==> src/rtl/uart_pkt_decoder_pkg.sv <==
// Shared constants for the UART packet decoder:
// destination count, framing bytes and FSM encoding.
package uart_pkt_decoder_pkg;

  localparam int         NUM_SOURCES = 4;
  localparam logic [7:0] PREFIX_DEF  = 8'hDD;
  localparam logic [7:0] BOARD_DEF   = 8'h01;

  localparam logic [2:0] S_IDLE    = 3'd0;
  localparam logic [2:0] S_ADDR    = 3'd1;
  localparam logic [2:0] S_DEST    = 3'd2;
  localparam logic [2:0] S_LEN     = 3'd3;
  localparam logic [2:0] S_PAYLOAD = 3'd4;
  localparam logic [2:0] S_SUM     = 3'd5;
  localparam logic [2:0] S_DRAIN   = 3'd6;

endpackage

==> src/rtl/uart_pkt_decoder_pkt_buf_ram.sv <==
// 256x8 simple dual-port payload buffer,
// one write port and one registered read port.
module pkt_buf_ram (
  input  logic       clk,
  input  logic       we,
  input  logic [7:0] waddr,
  input  logic [7:0] wdata,
  input  logic       re,
  input  logic [7:0] raddr,
  output logic [7:0] rdata
);

  logic [7:0] mem [256];

  always_ff @(posedge clk) begin
    if (we) mem[waddr] <= wdata;
    if (re) rdata <= mem[raddr];
  end

endmodule

==> src/rtl/uart_pkt_decoder.sv <==
// Frame parser: PREFIX BOARD DEST LEN payload SUM.
// Payload is buffered and released only after SUM matches.
module uart_pkt_decoder
  import uart_pkt_decoder_pkg::*;
#(
  parameter int         NUM_DEST    = NUM_SOURCES,
  parameter logic [7:0] PREFIX      = PREFIX_DEF,
  parameter logic [7:0] BOARD_ADDR  = BOARD_DEF,
  parameter int         TIMEOUT_CYC = 20000,
  localparam int DW = (NUM_DEST > 1) ? $clog2(NUM_DEST) : 1,
  localparam int TW = $clog2(TIMEOUT_CYC + 1)
) (
  input  logic          clk,
  input  logic          n_rst,
  input  logic [7:0]    rx_data,
  input  logic          rx_valid,
  output logic [7:0]    out_data,
  output logic          out_valid,
  input  logic          out_ready,
  output logic [DW-1:0] out_dest,
  output logic          out_last,
  output logic          pkt_ok,
  output logic          err_sum,
  output logic          err_addr,
  output logic          err_tout,
  output logic          rx_drop
);

  logic [2:0]    state_q, state_d;
  logic          bad_q, bad_d;
  logic [DW-1:0] dest_q, dest_d;
  logic [7:0]    len_q, len_d;
  logic [7:0]    cnt_q, cnt_d;
  logic [7:0]    sum_q, sum_d;
  logic [TW-1:0] tcnt_q, tcnt_d;
  logic          ok_q, ok_d;
  logic          esum_q, esum_d;
  logic          eaddr_q, eaddr_d;
  logic          etout_q, etout_d;
  logic          drop_q, drop_d;

  logic       we, re, hs, last, in_frame;
  logic [7:0] raddr, rdata;

  pkt_buf_ram u_buf (
    .clk   (clk),
    .we    (we),
    .waddr (cnt_q),
    .wdata (rx_data),
    .re    (re),
    .raddr (raddr),
    .rdata (rdata)
  );

  assign out_valid = (state_q == S_DRAIN);
  assign last      = (cnt_q == len_q - 8'd1);
  assign hs        = out_valid & out_ready;
  assign out_last  = out_valid & last;
  assign out_data  = out_valid ? rdata : 8'h00;
  assign out_dest  = out_valid ? dest_q : '0;
  assign in_frame  = (state_q != S_IDLE) && (state_q != S_DRAIN);

  assign pkt_ok   = ok_q;
  assign err_sum  = esum_q;
  assign err_addr = eaddr_q;
  assign err_tout = etout_q;
  assign rx_drop  = drop_q;

  always_comb begin
    state_d = state_q;
    bad_d   = bad_q;
    dest_d  = dest_q;
    len_d   = len_q;
    cnt_d   = cnt_q;
    sum_d   = sum_q;
    tcnt_d  = '0;
    ok_d    = 1'b0;
    esum_d  = 1'b0;
    eaddr_d = 1'b0;
    etout_d = 1'b0;
    drop_d  = 1'b0;
    we      = 1'b0;
    re      = 1'b0;
    raddr   = cnt_q + 8'd1;

    // an arriving byte always beats timeout expiry
    if (in_frame && !rx_valid) begin
      if (tcnt_q == TW'(TIMEOUT_CYC - 1)) begin
        etout_d = 1'b1;
        state_d = S_IDLE;
      end else begin
        tcnt_d = tcnt_q + 1'b1;
      end
    end

    unique case (1'b1)
      (state_q == S_IDLE): begin
        if (rx_valid && rx_data == PREFIX) state_d = S_ADDR;
      end
      (state_q == S_ADDR): begin
        if (rx_valid) begin
          bad_d   = (rx_data != BOARD_ADDR);
          state_d = S_DEST;
        end
      end
      (state_q == S_DEST): begin
        if (rx_valid) begin
          dest_d  = rx_data[DW-1:0];
          bad_d   = bad_q | (rx_data >= 8'(NUM_DEST));
          state_d = S_LEN;
        end
      end
      (state_q == S_LEN): begin
        if (rx_valid) begin
          len_d   = rx_data;
          sum_d   = 8'h00;
          cnt_d   = 8'h00;
          state_d = (rx_data == 8'h00) ? S_SUM : S_PAYLOAD;
        end
      end
      (state_q == S_PAYLOAD): begin
        if (rx_valid) begin
          we    = 1'b1;
          sum_d = sum_q + rx_data;
          cnt_d = cnt_q + 8'd1;
          if (last) state_d = S_SUM;
        end
      end
      (state_q == S_SUM): begin
        if (rx_valid) begin
          state_d = S_IDLE;
          if (bad_q) begin
            eaddr_d = 1'b1;
          end else if (rx_data != sum_q) begin
            esum_d = 1'b1;
          end else begin
            ok_d  = 1'b1;
            cnt_d = 8'h00;
            if (len_q != 8'h00) begin
              re      = 1'b1;
              raddr   = 8'h00;
              state_d = S_DRAIN;
            end
          end
        end
      end
      (state_q == S_DRAIN): begin
        drop_d = rx_valid;
        if (hs) begin
          if (last) begin
            state_d = S_IDLE;
          end else begin
            cnt_d = cnt_q + 8'd1;
            re    = 1'b1;
          end
        end
      end
      default: state_d = S_IDLE;
    endcase
  end

  always_ff @(posedge clk or negedge n_rst) begin
    if (!n_rst) begin
      state_q <= S_IDLE;
      bad_q   <= 1'b0;
      dest_q  <= '0;
      len_q   <= 8'h00;
      cnt_q   <= 8'h00;
      sum_q   <= 8'h00;
      tcnt_q  <= '0;
      ok_q    <= 1'b0;
      esum_q  <= 1'b0;
      eaddr_q <= 1'b0;
      etout_q <= 1'b0;
      drop_q  <= 1'b0;
    end else begin
      state_q <= state_d;
      bad_q   <= bad_d;
      dest_q  <= dest_d;
      len_q   <= len_d;
      cnt_q   <= cnt_d;
      sum_q   <= sum_d;
      tcnt_q  <= tcnt_d;
      ok_q    <= ok_d;
      esum_q  <= esum_d;
      eaddr_q <= eaddr_d;
      etout_q <= etout_d;
      drop_q  <= drop_d;
    end
  end

endmodule

==> config.mk <==
export PLATFORM = sky130hd
export DESIGN_NAME = uart_pkt_decoder
export DESIGN_NICKNAME = d
export VERILOG_FILES = /design/src/rtl/uart_pkt_decoder_pkg.sv /design/src/rtl/uart_pkt_decoder_pkt_buf_ram.sv /design/src/rtl/uart_pkt_decoder.sv
export SDC_FILE = /design/constraint.sdc
export NUM_CORES = 2
export LEC_CHECK = 0
export ABC_AREA = 1
export CORE_ASPECT_RATIO = 1.5
export CORE_MARGIN = 3
export CORE_UTILIZATION = 35
export DETAILED_ROUTE_END_ITERATION = 8
export PLACE_DENSITY_LB_ADDON = 0.25
export SLEW_MARGIN = 20
export SYNTH_ARGS = -nofsm -noshare
export SYNTH_HDL_FRONTEND = slang
export SYNTH_SLANG_ARGS = --single-unit
==> constraint.sdc <==
create_clock -name clk -period 6.3 [get_ports clk]
set_input_delay 0.945 -clock clk [delete_from_list [all_inputs] [get_ports clk]]
set_output_delay 0.945 -clock clk [all_outputs]
set_load 0.005 [all_outputs]
==> impl_metrics.tcl <==
set metrics [dict create \
    status "complete, no violations" \
    vdd_ir_drop_max_v 0.000311 \
    antenna_left 0 \
    synthSimpleGateAreaFrac 0.212 \
    power_frac_comb 0.277 \
    finalHoldViolations 0 \
    p_int_uw 25000 \
    synthXorXnorAreaFrac 0.00180 \
    synth_cell_types 47 \
    cts_buffers 199 \
    clock-skew-final_ns 0.0395 \
    finalSetupViolations 0 \
    ios 29 \
    hpwlAfterDp_um 167000 \
    fp-row-count 231 \
    cts_tree "yes" \
    syn_to_final_growth_pct 11.2 \
    period_needed_ns 5.32 \
    synthesis.area_mm2 0.0932 \
    cts_root_buffer "clkbuf_16" \
    slew_violations 0 \
    p_leak_uw 0.0419 \
    synth-compound-area-share 0.0121 \
    ys_async_sr_fraction 0.0237 \
    start_util 0.352 \
    gp_congestion 0.920 \
    cts.path.max_buffers 4 \
    clk_latency_ns 0.85 \
    syn_nets 9118 \
    p_sw_uw 12900 \
    seqPwrFrac 0.411 \
    p_clk_frac 0.312 \
    cts_resized 0 \
    antenna_found_initial 11 \
    hold_class "in2async" \
    worstSetupStartpointType "flop" \
    grt_pass1_vias 61300 \
    grtUsageTotal 0.203 \
    grt_pass1_wl_um 412000 \
    synth-edff-count 2056 \
    clock-sinks 2106 \
    io_buffers 28 \
    path_cells "inv_8, ha_1, nand2_8, inv_16, buf_12, buf_4, nand2_1, nand3_1, nand3_1, nand3_1, nand3_1, nand3_1, nand3_1, nand2_1" \
    synth_top_family_by_area "simple AND/OR/NAND/NOR gates" \
    synth_ff_type "edfxtp_1" \
    path_clk_slew_ns 0.07 \
    core_mm2 0.264 \
    rr_worst_depth 14 \
    postCtsSetupBuffers 0 \
    multiInputGateArea_mm2 0.0213 \
    cp_max_fo 135 \
    synth-seq-cells 2106 \
    drive_above_1_share 0.0561 \
    finalCritPeriodShare 0.844 \
    tns_ns 0 \
    drt_first_iter_violations 5783 \
    met2_length_um 140000 \
    synthAdderAreaFrac 0.00196 \
    fill_cells 25500 \
    dr_total_vias 62900 \
    power_density_mw_per_mm2 366 \
    viasPerCell 4.99 \
    drc 0 \
    rsz0062_at_grt "no" \
    top_layer "met5" \
    ys_seq_area_frac 0.676 \
    avgSynthCellArea_um2 10.2 \
    drt_wl_total_um 282000 \
    grt_max_degree 191 \
    cp_slowest_stage_delay_ns 0.97 \
    register_area_mm2 0.0630 \
    yosysWarningCount 0 \
    dr_wl_met3_um 16800 \
    fp.dieH_um 638 \
    h-tree-depth 4 \
    dp_slack_ns 0.718 \
    drv_cap 0 \
    cts_hold_buf 0 \
    muxShareOfSynthArea 0 \
    die_width_um 427 \
    critPathKind "reg2reg" \
    worst_pin_slew_ns 1.19 \
    relSlewSlack 0.207 \
    switching_share 0.340 \
    crit_path_frequent_cell "nand3_1" \
    cp.arrival_ns 6.04 \
    wl_met1_um 108000 \
    end_kind "flop" \
    wire_per_inst_um 22.3 \
    synthCells 9092 \
    die-area_mm2 0.273 \
    cp.required_ns 7.02 \
    cpMaxStageDelayCell "dfrtp_2" \
    dr.pass1.iters 6 \
    setup_ws_ns 0.984 \
    nNetsFinal 8996 \
    max_freq_ghz 0.188 \
    gr-total-overflow 0 \
]
## synth_stat cells, types with 4 or more instances
| cell type | instances | share of area |
|---|---|---|
| a21oi_1 | 15 | 0.00081 |
| buf_1 | 42 | 0.0017 |
| buf_2 | 227 | 0.012 |
| buf_4 | 30 | 0.0024 |
| buf_6 | 11 | 0.0013 |
| clkbuf_1 | 192 | 0.0077 |
| dfrtp_1 | 50 | 0.013 |
| edfxtp_1 | 2056 | 0.66 |
| ha_1 | 13 | 0.0017 |
| inv_1 | 1746 | 0.070 |
| inv_2 | 4 | 0.00016 |
| nand2_1 | 1966 | 0.079 |
| nand3_1 | 1984 | 0.11 |
| nor2_1 | 495 | 0.020 |
| nor3_1 | 13 | 0.00070 |
| nor4_1 | 6 | 0.00040 |
| o2111ai_1 | 50 | 0.0047 |
| o211ai_1 | 17 | 0.0014 |
| o21ai_0 | 66 | 0.0035 |
| o21ai_1 | 5 | 0.00027 |
| o22ai_1 | 7 | 0.00047 |
| or2_2 | 49 | 0.0033 |
| xor2_1 | 13 | 0.0012 |
## critical path: cells and delay by family (launching register included)
family | cells | cell delay [ns]
buffers and inverters | 4 | 1.72
and+or+nand+nor | 9 | 1.64
adders and majority gates | 1 | 0.56
DFF | 1 | 0.97
## worst paths after layout
| check | start | end | slack (ns) |
|---|---|---|---|
| hold reg to reg | tcnt_q[0] | tcnt_q[0] | 0.46 |
| max in group asynchronous | n_rst | cnt_q[0] | 5.59 |
| min in group clk | rx_data[7] | u_buf.mem[59][7] | 0.41 |
| setup / recovery | cnt_q[0] | u_buf.rdata[7] | 0.98 |
| hold / removal | n_rst | state_q[0] | 0.23 |
| setup reg to reg | cnt_q[0] | u_buf.rdata[7] | 0.98 |
## sequential cells by signal, summed over array words and instances, names as in the netlist
register,flops
bad_q,1
u_buf.rdata,8
len_q,8
err_sum,1
cnt_q,8
u_buf.mem,2048
tcnt_q,15
pkt_ok,1
state_q,3
err_tout,1
err_addr,1
rx_drop,1
dest_q,2
sum_q,8
## metal layers
layer  up-vias  global-route usage
met5         -                   0
met4         4               0.105
met2      2144               0.351
met3       553              0.0268
li1      29500                   -
met1     30800               0.245
## through the flow
step	std cells	total power [µW]	utilization	cell area [µm²]	hold WS, ns
CTS	12600	38200	0.392	104000	0.197
global placement	12300	26400	0.368	97300	0.442
detailed placement	12300	26400	0.368	97300	0.456
finish	12600	37900	0.392	104000	0.231
global route	12600	39600	0.392	104000	0.262
floorplan	9092	22700	-	93200	0.425
## power by group through the flow
stage	combinational [µW]	sequential, µW	clock (µW)
5_1_grt	11500	15600	12500
3_5_place_dp	10500	15900	0
2_1_floorplan	6890	15800	0
3_3_place_gp	10500	15900	0
4_1_cts	10600	15600	12100
6_report	10500	15600	11800
## layout by cell type (no fill, tap or decap), types with 17 or more instances in the layout
cell / netlist / routed
buf_12: 0 / 45
buf_4: 30 / 107
clkbuf_1: 192 / 43
clkbuf_16: 0 / 207
clkdlybuf4s50_1: 0 / 19
clkinv_1: 2 / 55
clkinv_2: 0 / 25
dfrtp_1: 50 / 49
edfxtp_1: 2056 / 2056
inv_1: 1746 / 1744
nand2_1: 1966 / 1955
nand3_1: 1984 / 1978
nor2_1: 495 / 491
o2111ai_1: 50 / 50
o211ai_1: 17 / 17
o21ai_0: 66 / 66
or2_2: 49 / 49
## logic make-up (layout without fill, tap and decap cells)
logic type | Yosys count | after routing
compound gates | 171 | 171
xor+xnor | 17 | 17
fa+ha+maj | 14 | 14
buf+inv | 2256 | 2289
flops | 2106 | 2106
other cells | 0 | 5
simple gates | 4528 | 4528
## final cells by class
| type | instances | share of cell area |
|---|---|---|
| Antenna cell | 5 | 0.000121 |
| Multi-Input combinational cell | 4730 | 0.206 |
| Clock inverter | 104 | 0.00831 |
| Sequential cell | 2106 | 0.608 |
| Inverter | 1753 | 0.0638 |
| Tap cell | 3495 | 0.0422 |
| Timing Repair Buffer | 180 | 0.0195 |
| Clock buffer | 252 | 0.0518 |
(Power assumes the default switching activity.)
